**config.mk**
```make
export PLATFORM = sky130hd
export DESIGN_NAME = dpram_bist
export DESIGN_NICKNAME = d
export VERILOG_FILES = /design/src/rtl/dpram_bist_pkg.sv /design/src/rtl/dpram_bist_checker.sv /design/src/rtl/dpram_bist.sv
export SDC_FILE = /design/constraint.sdc
export NUM_CORES = 1
export LEC_CHECK = 0
export ABC_CLOCK_PERIOD_IN_PS = 2000
export BUFFER_PORTS_ARGS = -buffer_cell sky130_fd_sc_hd__buf_2
export CAP_MARGIN = 20
export CORE_MARGIN = 2
export CORE_UTILIZATION = 49
export CTS_CLUSTER_DIAMETER = 50
export DETAILED_ROUTE_END_ITERATION = 6
export PLACE_DENSITY = 0.74
export SETUP_SLACK_MARGIN = 0.5
export SLEW_MARGIN = 10
export SYNTH_ARGS = -nofsm -noshare
export SYNTH_HDL_FRONTEND = slang
export SYNTH_SLANG_ARGS = --single-unit
```
**constraint.sdc**
```tcl
create_clock -name clk -period 2 [get_ports clk]
set_clock_uncertainty 0.15 [all_clocks]
set_input_delay 0.3 -clock clk [delete_from_list [all_inputs] [get_ports clk]]
set_output_delay 0.3 -clock clk [all_outputs]
set_load 0.01 [all_outputs]
```
**src/rtl/dpram_bist_pkg.sv**
```systemverilog
// Shared types and constants for the dual-port RAM march-style BIST.
// Phase lengths are given for the default depth; the top derives them for other widths.
package dpram_bist_pkg;

    typedef enum logic [2:0] {
        ST_IDLE,
        ST_WR_A,
        ST_RD_B,
        ST_RD_A,
        ST_DONE
    } state_t;

    localparam int unsigned DATA_W_DEF = 8;
    localparam int unsigned ADDR_W_DEF = 6;

    localparam int unsigned WR_A_LEN = 64;
    localparam int unsigned RD_B_LEN = 65;
    localparam int unsigned RD_A_LEN = 65;

    localparam int unsigned ERR_MAX = 128;

    function automatic int unsigned wr_len(input int unsigned aw);
        return 32'd1 << aw;
    endfunction

    // Read phases run one extra cycle to collect the last registered RAM word.
    function automatic int unsigned rd_len(input int unsigned aw);
        return (32'd1 << aw) + 32'd1;
    endfunction

endpackage

```
**src/rtl/dpram_bist_checker.sv**
```systemverilog
// Compare pipeline for RAM read data: aligns expected values with the
// one-clock RAM latency, counts mismatches and latches the first failure.
module dpram_bist_checker
    import dpram_bist_pkg::*;
#(
    parameter int unsigned DATA_W = DATA_W_DEF,
    parameter int unsigned ADDR_W = ADDR_W_DEF
) (
    input  logic              clk,
    input  logic              rst,
    input  logic              clr,
    input  logic              fin,
    input  logic              cmp_en,
    input  logic              cmp_port,
    input  logic [ADDR_W-1:0] cmp_addr,
    input  logic [DATA_W-1:0] cmp_exp,
    input  logic [DATA_W-1:0] q_a,
    input  logic [DATA_W-1:0] q_b,
    output logic [7:0]        err_count,
    output logic [ADDR_W-1:0] fail_addr,
    output logic              fail_port,
    output logic              pass
);

    logic              en_q;
    logic              port_q;
    logic [ADDR_W-1:0] addr_q;
    logic [DATA_W-1:0] exp_q;
    logic [DATA_W-1:0] actual;
    logic              mismatch;
    logic              first_fail;
    logic [7:0]        err_nxt;

    always_ff @(posedge clk or negedge rst) begin
        if (!rst) begin
            en_q   <= 1'b0;
            port_q <= 1'b0;
            addr_q <= '0;
            exp_q  <= '0;
        end else begin
            en_q   <= cmp_en;
            port_q <= cmp_port;
            addr_q <= cmp_addr;
            exp_q  <= cmp_exp;
        end
    end

    always_comb begin
        actual     = port_q ? q_b : q_a;
        mismatch   = en_q && (actual != exp_q);
        first_fail = mismatch && (err_count == '0);
        err_nxt    = err_count;
        if (mismatch && (err_count < 8'(ERR_MAX)))
            err_nxt = err_count + 8'd1;
    end

    // pass folds in the compare landing on the same edge as the DONE update.
    always_ff @(posedge clk or negedge rst) begin
        if (!rst) begin
            err_count <= '0;
            fail_addr <= '0;
            fail_port <= 1'b0;
            pass      <= 1'b0;
        end else if (clr) begin
            err_count <= '0;
            fail_addr <= '0;
            fail_port <= 1'b0;
            pass      <= 1'b0;
        end else begin
            err_count <= err_nxt;
            if (first_fail) begin
                fail_addr <= addr_q;
                fail_port <= port_q;
            end
            if (fin)
                pass <= (err_nxt == '0);
        end
    end

endmodule

```
**src/rtl/dpram_bist.sv**
```systemverilog
// Dual-port RAM BIST: write pattern via A, read it back via B while A writes
// the inverse behind it, then read the inverse back via A.
module dpram_bist
    import dpram_bist_pkg::*;
#(
    parameter int unsigned DATA_W = DATA_W_DEF,
    parameter int unsigned ADDR_W = ADDR_W_DEF
) (
    input  logic              clk,
    input  logic              rst,
    input  logic              start,
    input  logic [DATA_W-1:0] seed,
    output logic [DATA_W-1:0] data_a,
    output logic [DATA_W-1:0] data_b,
    output logic [ADDR_W-1:0] addr_a,
    output logic [ADDR_W-1:0] addr_b,
    output logic              we_a,
    output logic              we_b,
    input  logic [DATA_W-1:0] q_a,
    input  logic [DATA_W-1:0] q_b,
    output logic              busy,
    output logic              done,
    output logic              pass,
    output logic [7:0]        err_count,
    output logic [ADDR_W-1:0] fail_addr,
    output logic              fail_port
);

    localparam int unsigned WR_LEN = (ADDR_W == ADDR_W_DEF) ? WR_A_LEN : wr_len(ADDR_W);
    localparam int unsigned RB_LEN = (ADDR_W == ADDR_W_DEF) ? RD_B_LEN : rd_len(ADDR_W);
    localparam int unsigned RA_LEN = (ADDR_W == ADDR_W_DEF) ? RD_A_LEN : rd_len(ADDR_W);

    state_t            state, state_nxt;
    logic [ADDR_W:0]   k, k_nxt;
    logic [DATA_W-1:0] seed_reg, seed_nxt;
    logic [ADDR_W-1:0] kaddr, kprev;

    logic [DATA_W-1:0] data_a_n, data_b_n;
    logic [ADDR_W-1:0] addr_a_n, addr_b_n;
    logic              we_a_n, we_b_n, busy_n, done_n;

    logic              clr, fin;
    logic              cmp_en, cmp_port;
    logic [ADDR_W-1:0] cmp_addr;
    logic [DATA_W-1:0] cmp_exp;

    function automatic logic [DATA_W-1:0] pat(input logic [ADDR_W-1:0] a);
        return seed_reg ^ DATA_W'(a);
    endfunction

    assign kaddr = k[ADDR_W-1:0];
    assign kprev = kaddr - 1'b1;

    always_ff @(posedge clk or negedge rst) begin
        if (!rst) begin
            state    <= ST_IDLE;
            k        <= '0;
            seed_reg <= '0;
        end else begin
            state    <= state_nxt;
            k        <= k_nxt;
            seed_reg <= seed_nxt;
        end
    end

    // RAM-side and status outputs are registered copies of what this decode
    // produces, so every phase appears on the pins one clock after its state.
    always_comb begin
        state_nxt = state;
        k_nxt     = k;
        seed_nxt  = seed_reg;
        data_a_n  = '0;
        data_b_n  = '0;
        addr_a_n  = '0;
        addr_b_n  = '0;
        we_a_n    = 1'b0;
        we_b_n    = 1'b0;
        busy_n    = 1'b0;
        done_n    = 1'b0;
        clr       = 1'b0;
        fin       = 1'b0;
        cmp_en    = 1'b0;
        cmp_port  = 1'b0;
        cmp_addr  = '0;
        cmp_exp   = '0;
        case (state)
            ST_IDLE: begin
                if (start) begin
                    state_nxt = ST_WR_A;
                    k_nxt     = '0;
                    seed_nxt  = seed;
                    clr       = 1'b1;
                    busy_n    = 1'b1;
                end
            end
            ST_WR_A: begin
                busy_n   = 1'b1;
                addr_a_n = kaddr;
                data_a_n = pat(kaddr);
                we_a_n   = 1'b1;
                addr_b_n = ~kaddr;
                if (32'(k) == WR_LEN - 1) begin
                    state_nxt = ST_RD_B;
                    k_nxt     = '0;
                end else begin
                    k_nxt = k + 1'b1;
                end
            end
            ST_RD_B: begin
                busy_n = 1'b1;
                if (!k[ADDR_W])
                    addr_b_n = kaddr;
                // Port A trails port B by one word, so it never writes the word B reads.
                if (k != '0) begin
                    addr_a_n = kprev;
                    data_a_n = ~pat(kprev);
                    we_a_n   = 1'b1;
                    cmp_en   = 1'b1;
                    cmp_port = 1'b1;
                    cmp_addr = kprev;
                    cmp_exp  = pat(kprev);
                end
                if (32'(k) == RB_LEN - 1) begin
                    state_nxt = ST_RD_A;
                    k_nxt     = '0;
                end else begin
                    k_nxt = k + 1'b1;
                end
            end
            ST_RD_A: begin
                busy_n = 1'b1;
                if (!k[ADDR_W])
                    addr_a_n = kaddr;
                if (k != '0) begin
                    cmp_en   = 1'b1;
                    cmp_port = 1'b0;
                    cmp_addr = kprev;
                    cmp_exp  = ~pat(kprev);
                end
                if (32'(k) == RA_LEN - 1) begin
                    state_nxt = ST_DONE;
                    k_nxt     = '0;
                end else begin
                    k_nxt = k + 1'b1;
                end
            end
            ST_DONE: begin
                done_n    = 1'b1;
                fin       = 1'b1;
                state_nxt = ST_IDLE;
            end
            default: begin
                state_nxt = ST_IDLE;
                k_nxt     = '0;
            end
        endcase
    end

    always_ff @(posedge clk or negedge rst) begin
        if (!rst) begin
            data_a <= '0;
            data_b <= '0;
            addr_a <= '0;
            addr_b <= '0;
            we_a   <= 1'b0;
            we_b   <= 1'b0;
            busy   <= 1'b0;
            done   <= 1'b0;
        end else begin
            data_a <= data_a_n;
            data_b <= data_b_n;
            addr_a <= addr_a_n;
            addr_b <= addr_b_n;
            we_a   <= we_a_n;
            we_b   <= we_b_n;
            busy   <= busy_n;
            done   <= done_n;
        end
    end

    dpram_bist_checker #(
        .DATA_W(DATA_W),
        .ADDR_W(ADDR_W)
    ) u_checker (
        .clk      (clk),
        .rst      (rst),
        .clr      (clr),
        .fin      (fin),
        .cmp_en   (cmp_en),
        .cmp_port (cmp_port),
        .cmp_addr (cmp_addr),
        .cmp_exp  (cmp_exp),
        .q_a      (q_a),
        .q_b      (q_b),
        .err_count(err_count),
        .fail_addr(fail_addr),
        .fail_port(fail_port),
        .pass     (pass)
    );

endmodule

```
# Word level (Yosys, flattened, before mapping)
# Cells that the tools add are included.
# word_totals
register_bits	73
# classes
n_eq_ne	11
bitwise_logic	5
mux	35
n_addsub	3
reduce_logical	14
n_lt_le_gt_ge	1
# op_table
op	count
2-to-1 mux 8 bit	5
one-hot mux 8 bit (2 select lines)	2
2-to-1 mux 6 bit	5
one-hot mux 7 bit (4 select lines)	1
2-to-1 mux 7 bit	3
one-hot mux 6 bit (3 select lines)	1
logical NOT 8 bit	2
bitwise XOR 8 x 6 -> 8 bit	2
2-to-1 mux 3 bit	4
one-hot mux 3 bit (4 select lines)	1
one-hot mux 6 bit (2 select lines)	1
2-to-1 mux 1 bit	10
adder 8 x 1 -> 8 bit (second input constant)	1
less-than comparator 8 bit (second input constant)	1
inequality test 2 bit (second input constant)	4
inequality test 8 bit	1
NOT 8 bit	1
adder 7 x 1 -> 7 bit (second input constant)	1
== test 7 x 6 -> 1 bit (second input constant)	1
== test 7 bit (second input constant)	1
nonzero test 7 bit	1
== test 3 x 2 -> 1 bit (second input constant)	2
NOT 6 bit	1
subtractor 6 x 1 -> 6 bit (second input constant)	1
11 further kinds	16

# Logic depth before layout (Yosys ltp)
# Gate-level depths: netlist (run 1).
# logic_depth
ltp_word	8
mapped_depth	10
depth_no_buf	8

# By module
# From an unflattened synthesis (run 1), not the netlist that was laid out.
# unflattened
hier_cells	369
hier_area_um2	3693.5
# modules_own_cells
module	cells_each	instances	area_per_inst_um2	seq_area_each_um2
dpram_bist	243	1	2230.9	1026.0
dpram_bist_checker	126	1	1462.7	800.8

# Worst setup path after synthesis (run 1)
# OpenSTA, ideal clock, no wires.
# synth_path
kind	register to register
start	reg u_checker.port_q
end	reg u_checker.fail_addr[0]
path_buffers	3
synth_period_minus_slack_ns	2.149
stages_incl_launch_ff	11
arrival_time_ns	1.865
slack_ns	-0.149
cell_sequence	dfrtp_1 buf_6 mux2i_1 xnor2_1 nor4_2 a21oi_1 buf_6 and3_4 buf_6 mux2i_1 nor2_1
# synth_via
elab_chain_cells	5
# synth_lines
item	line_no	rtl
from (decl)	dpram_bist_checker.sv:26	logic port_q;
from (signal assigned)	dpram_bist_checker.sv:42	port_q <= cmp_port;
2-to-1 mux 8 bit	dpram_bist_checker.sv:49	actual = port_q ? q_b : q_a;
inequality test 8 bit	dpram_bist_checker.sv:50	mismatch = en_q && (actual != exp_q);
logical AND 1 bit	dpram_bist_checker.sv:50	
logical AND 1 bit	dpram_bist_checker.sv:51	first_fail = mismatch && (err_count == '0);
nonzero test 2 bit (no line)	n/a	
to (signal assigned)	dpram_bist_checker.sv:72	fail_addr <= addr_q;
to (decl)	dpram_bist_checker.sv:20	output logic [ADDR_W-1:0] fail_addr,
# No other way between the ends.
# A chain may end at the register's enable or synchronous reset.

# Final worst setup path (run 1)
# layout_path
start	reg u_checker.port_q
end	reg u_checker.pass
# layout_via
elab_chain_cells	8
# layout_lines
item	line_no	rtl
2-to-1 mux 8 bit	dpram_bist_checker.sv:49	
inequality test 8 bit	dpram_bist_checker.sv:50	
logical AND 1 bit	dpram_bist_checker.sv:50	
logical AND 1 bit	dpram_bist_checker.sv:53	if (mismatch && (err_count < 8'(ERR_MAX)))
2-to-1 mux 8 bit	dpram_bist_checker.sv:53	
logical NOT 8 bit	dpram_bist_checker.sv:76	pass <= (err_nxt == '0);
2-to-1 mux 1 bit	dpram_bist_checker.sv:75	if (fin)
2-to-1 mux 1 bit	dpram_bist_checker.sv:64	end else if (clr) begin
to (signal assigned)	dpram_bist_checker.sv:76	
to (decl)	dpram_bist_checker.sv:22	output logic pass
# No other way between the ends. The select of a mux whose other input is x is not followed.

==> results of run 1 <==
-- timing repair --
item,4_1_cts,5_1_grt
hold endpoints to repair,73,0
hold buffers,1,0
cloned,2,0
setup buffers,41,13
setup endpoints to repair,70,75
gates resized for setup,96,70
pin swaps,39,28
-- logic make-up (layout without fill, tap and decap cells) --
kind of cell,Yosys count,in the layout,share of synthesized area
adders and majority gates,5,5,0.0175
AOI/OAI and AO/OA,54,54,0.0951
muxes,24,24,0.0702
xor gates and xnor gates,38,38,0.0933
DFF,73,73,0.512
buffers and inverters,37,175,0.0551
and+or+nand+nor,115,116,0.156
other,1,9,0.00105
-- per-stage QoR --
step	TNS (ns)	worst slack (ns)	utilization
floorplan	-1.14	-0.134	-
global placement	-4.01	-0.415	0.606
detailed placement	-5.41	-0.546	0.606
CTS	-2.24	-0.317	0.749
global route	-6.86	-0.575	0.808
finish	-5.68	-0.510	0.808
-- critical path, delay by kind of cell, from the launching register on --
family / cells / cell delay, ns
AO/OA/AOI/OAI: 4 / 0.57
buffers and inverters: 3 / 0.53
flip-flops: 1 / 0.49
AND/OR/NAND/NOR: 1 / 0.36
multiplexers: 1 / 0.25
XOR/XNOR: 1 / 0.08
-- path summary, 6_finish.rpt --
| path | cells past startpoint | end | slack (ns) |
|---|---|---|---|
| worst max register to register | 10 | u_checker.pass$_DFFE_PN0P_ | -0.51 |
| max in group asynchronous | 3 | state[2]$_DFFE_PN0P_ | 1.01 |
| min in group asynchronous | 3 | data_a[4]$_DFF_PN0_ | 0.36 |
| worst min-delay path | 2 | seed_reg[1]$_DFFE_PN0P_ | 0.02 |
| worst min register to register | 2 | u_checker.fail_addr[1]$_DFFE_PN0P_ | 0.35 |
| worst max-delay path | 10 | u_checker.pass$_DFFE_PN0P_ | -0.51 |
-- Yosys cell counts (2+ instances only) --
cell type | instances | area (um^2)
o21ai_0 | 24 | 120
and2_1 | 2 | 12.5
nand2_1 | 31 | 116
nand3_1 | 4 | 20.0
a31oi_1 | 3 | 18.8
and4_1 | 3 | 26.3
a221oi_1 | 3 | 26.3
buf_1 | 3 | 11.3
o22ai_1 | 2 | 12.5
nor4_2 | 2 | 25.0
nor2_1 | 46 | 173
xor2_1 | 5 | 43.8
mux2_2 | 8 | 90.1
inv_1 | 8 | 30.0
and3_1 | 3 | 18.8
buf_4 | 9 | 67.6
nor3b_1 | 4 | 30.0
nor4b_1 | 2 | 17.5
a21o_1 | 2 | 15.0
xnor2_1 | 33 | 289
buf_6 | 3 | 33.8
clkbuf_1 | 13 | 48.8
nand4_1 | 2 | 12.5
ha_1 | 5 | 62.6
mux2i_1 | 16 | 160
a21oi_1 | 11 | 55.1
nor3_1 | 6 | 30.0
nand2b_1 | 3 | 18.8
dfrtp_1 | 73 | 1830
-- per-layer routing --
metal | wire length (um) | track usage | share of wire | up-vias
met1 | 4770 | 0.326 | 0.35 | 1707
met3 | 821 | 0.0619 | 0.061 | 75
met5 | 0 | 0 | 0 | -
li1 | - | - | - | 1446
met4 | 840 | 0.126 | 0.062 | 0
met2 | 7080 | 0.512 | 0.52 | 201
-- layout make-up --
| cell class | count | area, um^2 | share of cell area |
|---|---|---|---|
| clock buffers | 11 | 141 | 0.0245 |
| clock inverters | 4 | 77.6 | 0.0134 |
| well taps | 99 | 124 | 0.0215 |
| repair buffers | 152 | 1210 | 0.210 |
| multi-input cells | 246 | 2340 | 0.406 |
| flip-flops and latches | 73 | 1830 | 0.318 |
| inverters | 8 | 37.5 | 0.00651 |
-- power by group --
group	internal (mW)	switching [mW]
sequential	1.62	0.161
clock	0.735	0.596
combinational	0.480	0.520
total	2.84	1.28
==> impl_metrics.csv, run 1 <==
group,metric,value,unit
floorplanning,core_region_area,0.00714,mm^2
floorplanning,die_y,89.3,um
timing,setup_viol,16,
floorplanning,die_w,89.3,um
critical_path,cp_max_fo,7,
synthesis,synth_edf_count,0,
clock_network,cts.sinks,73,
power_and_ir_drop,power.leakage,2.54,nW
critical_path,worstPathRequired,2.13,ns
power_and_ir_drop,power.density,713,mW/mm^2
worst_hold_path,hold_path_startpoint,"seed[1]",
critical_path,cp-end-kind,"flop",
clock_network,htreeDepth,3,
worst_hold_path,hold_path_class,"input port to flop",
floorplanning,rows,31,
layout,instances_no_fill,593,
place,place.gp.congestion,0.878,
critical_path,worst_path_largest_cell_delay,0.49,ns
timing,hold_viol_final,0,
critical_path,critPathLaunch,"u_checker.port_q$_DFF_PN0_",
detailed_routing,via_per_inst,5.78,
power_and_ir_drop,finalPower,4.11,mW
timing,layout_min_cycle_time,2.51,ns
synthesis,syn_area,0.00357,mm^2
timing,fmax,398,MHz
power_and_ir_drop,peakVddDrop,0.415,mV
detailed_routing,drtPass1Iterations,5,
layout,syn2layout_area_growth,61.7,%
floorplanning,start_util,0.500,
layout,n_fill_cell,373,
timing,report.final.slew_viol_count,0,
clock_network,cts_tree,"yes",
layout,final_layout_size_suffix_gt1_frac,0.587,
critical_path,crit_slowest_cell,"dfrtp_2",
detailed_routing,via_count,3429,
place,placed_area,0.00432,mm^2
flow_run,drv_cap,0,
critical_path,worstPathArrival,2.64,ns
clock_network,clkSlewWorstSetupHoldPaths,0.08,ns
layout,fin_area,0.00577,mm^2
clock_network,clk_latency,0.36,ns
critical_path,r2r_start,"u_checker.port_q$_DFF_PN0_",
synthesis,syn_area_per_cell,10.3,um^2
layout,final_cell_mix,"68 x dfrtp_1, 63 x buf_2, 45 x buf_4",
place,post-place-cells,521,
outcome,violations,"negative setup slack",
critical_path,critPathKind,"flop to flop",
layout,final_nets,522,
synthesis,synth.yosys.seq_area_share,0.512,
critical_path,start_kind,"flop",
place,hpwl,5780,um
clock_network,cts_inserted_buffers,9,
clock_network,cts_root_buffer,"clkbuf_8",
detailed_routing,drc,0,
detailed_routing,post_drt_wl_per_cell,22.8,um
global_route,gr-usage-all-layers,0.286,
synthesis,ys_dominant_reg_cell,"dfrtp_1",
global_route,overflow,0,
layout,antenna_cells,0,
critical_path,path_cells,"buf_6 -> mux2i_4 -> xnor2_2 -> nor4_2 -> buf_4 -> a21oi_4 -> buf_6 -> a211oi_2 -> a31oi_1 -> o31ai_2",
timing,worst_slack,-0.510,ns
global_route,grt_max_degree,74,
global_route,grt_pass1_vias,3306,
timing,whs,0.0199,ns
synthesis,async_flop_share,1.00,
detailed_routing,ant_nets,0,
synthesis,synth-seq-cells,73,
clock_network,cts_max_path_buffers,2,
outcome,status,"complete, but fails checks",
detailed_routing,wirelength,13500,um
synthesis,synth_cell_types,47,
floorplanning,die-area,0.00798,mm^2
timing,rsz0062_at_grt,"yes",
synthesis,synthCells,347,
timing,layout_worst_path_cycle_share,1.26,
floorplanning,io_pins,75,
place,portBuffers,65,
critical_path,cp_common_cell,"buf_6",
global_route,grt_pass1_wl,16700,um
synthesis,synthesis.yosys.warnings,0,
global_route,antenna_found_initial,0,
layout,final_common_cell,"dfrtp_1",
detailed_routing,drt_iter0_drc,234,
(Power assumes the default switching activity.)
==> run 2: changes to the inputs <==
--- a/config.mk
+++ b/config.mk
@@ -5,14 +5,14 @@
 export SDC_FILE = /design/constraint.sdc
 export NUM_CORES = 1
 export LEC_CHECK = 0
-export ABC_CLOCK_PERIOD_IN_PS = 2000
+export ABC_CLOCK_PERIOD_IN_PS = 2500
 export BUFFER_PORTS_ARGS = -buffer_cell sky130_fd_sc_hd__buf_2
 export CAP_MARGIN = 20
 export CORE_MARGIN = 2
-export CORE_UTILIZATION = 49
+export CORE_UTILIZATION = 50
 export CTS_CLUSTER_DIAMETER = 50
 export DETAILED_ROUTE_END_ITERATION = 6
-export PLACE_DENSITY = 0.74
+export PLACE_DENSITY = 0.72
 export SETUP_SLACK_MARGIN = 0.5
 export SLEW_MARGIN = 10
 export SYNTH_ARGS = -nofsm -noshare
==> constraint.sdc (replaced) <==
create_clock -name clk -period 2.5 [get_ports clk]
set_clock_uncertainty 0.15 [all_clocks]
set_input_delay 0.375 -clock clk [delete_from_list [all_inputs] [get_ports clk]]
set_output_delay 0.375 -clock clk [all_outputs]
set_load 0.01 [all_outputs]
==> run 2 against run 1 <==
  * Worst hold slack better by 0.087 ns
  * Worst setup slack better by 0.69 ns
  * Die area down 1.9%
  * Maximum frequency up 8.0%
  * First-iteration DRC count down 24%
  * Clock-buffer cell count down 1
  * Total power down 23%
  * Critical path depth unchanged
  * The run now ends clean
  * Combinational power down 39%
  * Sequential power down 18%
==> impl_metrics.csv, run 2 (synthesis gave the netlist of run 1 again) <==
group,metric,value,unit
layout,final_cell_mix,"69 x dfrtp_1, 65 x buf_2, 40 x nor2_1",
critical_path,worst_path_largest_cell_delay,0.38,ns
clock_network,htreeDepth,3,
clock_network,clkSlewWorstSetupHoldPaths,0.08,ns
clock_network,cts_inserted_buffers,9,
detailed_routing,ant_nets,0,
floorplanning,io_pins,75,
timing,report.final.slew_viol_count,0,
global_route,grt_pass1_wl,12600,um
power_and_ir_drop,peakVddDrop,0.341,mV
critical_path,cp_common_cell,"buf_4",
place,post-place-cells,505,
clock_network,cts.sinks,73,
floorplanning,die_y,88.5,um
clock_network,cts_tree,"yes",
timing,hold_viol_final,0,
flow_run,drv_cap,0,
layout,final_layout_size_suffix_gt1_frac,0.417,
layout,antenna_cells,0,
power_and_ir_drop,power.density,667,mW/mm^2
detailed_routing,drtPass1Iterations,5,
place,placed_area,0.00403,mm^2
critical_path,critPathLaunch,"u_checker.port_q$_DFF_PN0_",
critical_path,r2r_slack,0.18,ns
clock_network,cts_max_path_buffers,2,
timing,setup_tns,0,ns
place,hpwl,5210,um
floorplanning,die_w,88.5,um
clock_network,clk_latency,0.35,ns
detailed_routing,drt_iter0_drc,178,
critical_path,r2r_cells,10,
place,place.gp.congestion,0.841,
worst_hold_path,hold_path_class,"input port to flop",
critical_path,r2r_start,"u_checker.port_q$_DFF_PN0_",
timing,fmax,430,MHz
power_and_ir_drop,power.leakage,2.12,nW
critical_path,path_cells,"buf_6 -> mux2i_2 -> xnor2_2 -> nor4_4 -> buf_4 -> a21oi_4 -> buf_4 -> a211oi_2 -> a31oi_1 -> o31ai_2",
timing,rsz0062_at_grt,"yes",
detailed_routing,via_count,2858,
detailed_routing,via_per_inst,5.25,
global_route,grt_pass1_vias,2576,
floorplanning,start_util,0.522,
critical_path,cp_max_fo,5,
critical_path,worstPathRequired,2.61,ns
global_route,overflow,0,
global_route,antenna_found_initial,0,
timing,setup_viol,0,
layout,instances_no_fill,544,
timing,slew_headroom,0.533,
detailed_routing,post_drt_wl_per_cell,15.2,um
layout,final_common_cell,"dfrtp_1",
outcome,status,"complete, no violations",
critical_path,start_kind,"flop",
worst_hold_path,hold-path-cell-count,2,
layout,syn2layout_area_growth,33.4,%
layout,n_fill_cell,512,
detailed_routing,drc,0,
detailed_routing,wirelength,8250,um
global_route,grt_max_degree,74,
critical_path,worstPathArrival,2.44,ns
place,portBuffers,65,
timing,tightest_slew,0.696,ns
timing,layout_min_cycle_time,2.32,ns
critical_path,critPathKind,"flop to flop",
timing,layout_worst_path_cycle_share,0.930,
floorplanning,core_region_area,0.00683,mm^2
layout,fin_area,0.00476,mm^2
critical_path,crit_path_end,"u_checker.pass$_DFFE_PN0P_",
floorplanning,rows,30,
clock_network,cts_root_buffer,"clkbuf_8",
layout,final_nets,476,
global_route,gr-usage-all-layers,0.215,
critical_path,cp-end-kind,"flop",
floorplanning,die-area,0.00783,mm^2
critical_path,crit_slowest_cell,"dfrtp_2",
critical_path,rr_endpoint,"u_checker.pass$_DFFE_PN0P_",
[run 2: cell types whose count changed in the layout (fill, tap and decap cells not counted), sizes merged]
cell | before | now
bufbuf | 1 | 0
bufinv | 2 | 3
buf | 150 | 106
clkbuf | 11 | 10
or2 | 2 | 1
[run 2: power by group]
group          internal [mW]  switching [mW]  leakage, nW
clock                  0.684           0.421        0.122
combinational          0.292           0.323         1.15
sequential              1.29           0.162        0.851
total                   2.27           0.906         2.12
[run 2: how the worst min path moves through the flow]
stage | startpoint | slack (ns) | end
2_1_floorplan | rst | -0.07 | addr_a[0]$_DFF_PN0_
3_3_place_gp | rst | 0.28 | u_checker.fail_addr[4]$_DFFE_PN0P_
3_5_place_dp | rst | 0.28 | u_checker.fail_addr[4]$_DFFE_PN0P_
4_1_cts | seed[5] | 0.10 | seed_reg[5]$_DFFE_PN0P_
5_1_grt | seed[3] | 0.10 | seed_reg[3]$_DFFE_PN0P_
6_report | seed[5] | 0.11 | seed_reg[5]$_DFFE_PN0P_
[run 2: cell type report]
class | count | area (um^2) | area share
Multi-Input combinational cell | 245 | 1850 | 0.389
Sequential cell | 73 | 1830 | 0.385
Timing Repair Buffer | 107 | 678 | 0.143
Clock buffer | 10 | 138 | 0.0289
Tap cell | 96 | 120 | 0.0252
Clock inverter | 5 | 104 | 0.0218
Inverter | 8 | 35.0 | 0.00736
[run 2: what timing repair did]
item | in CTS | in global routing
hold endpoints to repair | 73 | 0
pin swaps | 11 | 12
buffers inserted | 7 | 16
gates cloned | 0 | 0
hold buffers | 1 | 0
gates resized for setup | 20 | 56
setup endpoints to repair | 29 | 29
[run 2: stage by stage]
| step | hold slack, ns | util | power [mW] | setup slack, ns |
|---|---|---|---|---|
| 2_1_floorplan | -0.0706 | - | 1.79 | 0.351 |
| 3_3_place_gp | 0.284 | 0.590 | 1.97 | 0.0700 |
| 3_5_place_dp | 0.284 | 0.590 | 1.99 | -0.0376 |
| 4_1_cts | 0.102 | 0.646 | 3.11 | 0.214 |
| 5_1_grt | 0.102 | 0.697 | 3.31 | 0.0564 |
| 6_report | 0.107 | 0.697 | 3.18 | 0.175 |
[run 2: worst max-delay path, delay by kind of cell (launching register included)]
kind	cells	cell delay, ns
simple gates	1	0.26
mux	1	0.26
buf+inv	3	0.47
compound gates	4	0.61
xor+xnor	1	0.11
flops	1	0.38
[run 2: routing by layer]
| metal | wire length [um] | track usage |
|---|---|---|
| met5 | 0 | 0 |
| met4 | 121 | 0.0702 |
| met3 | 615 | 0.0560 |
| met2 | 4050 | 0.336 |
| met1 | 3470 | 0.294 |
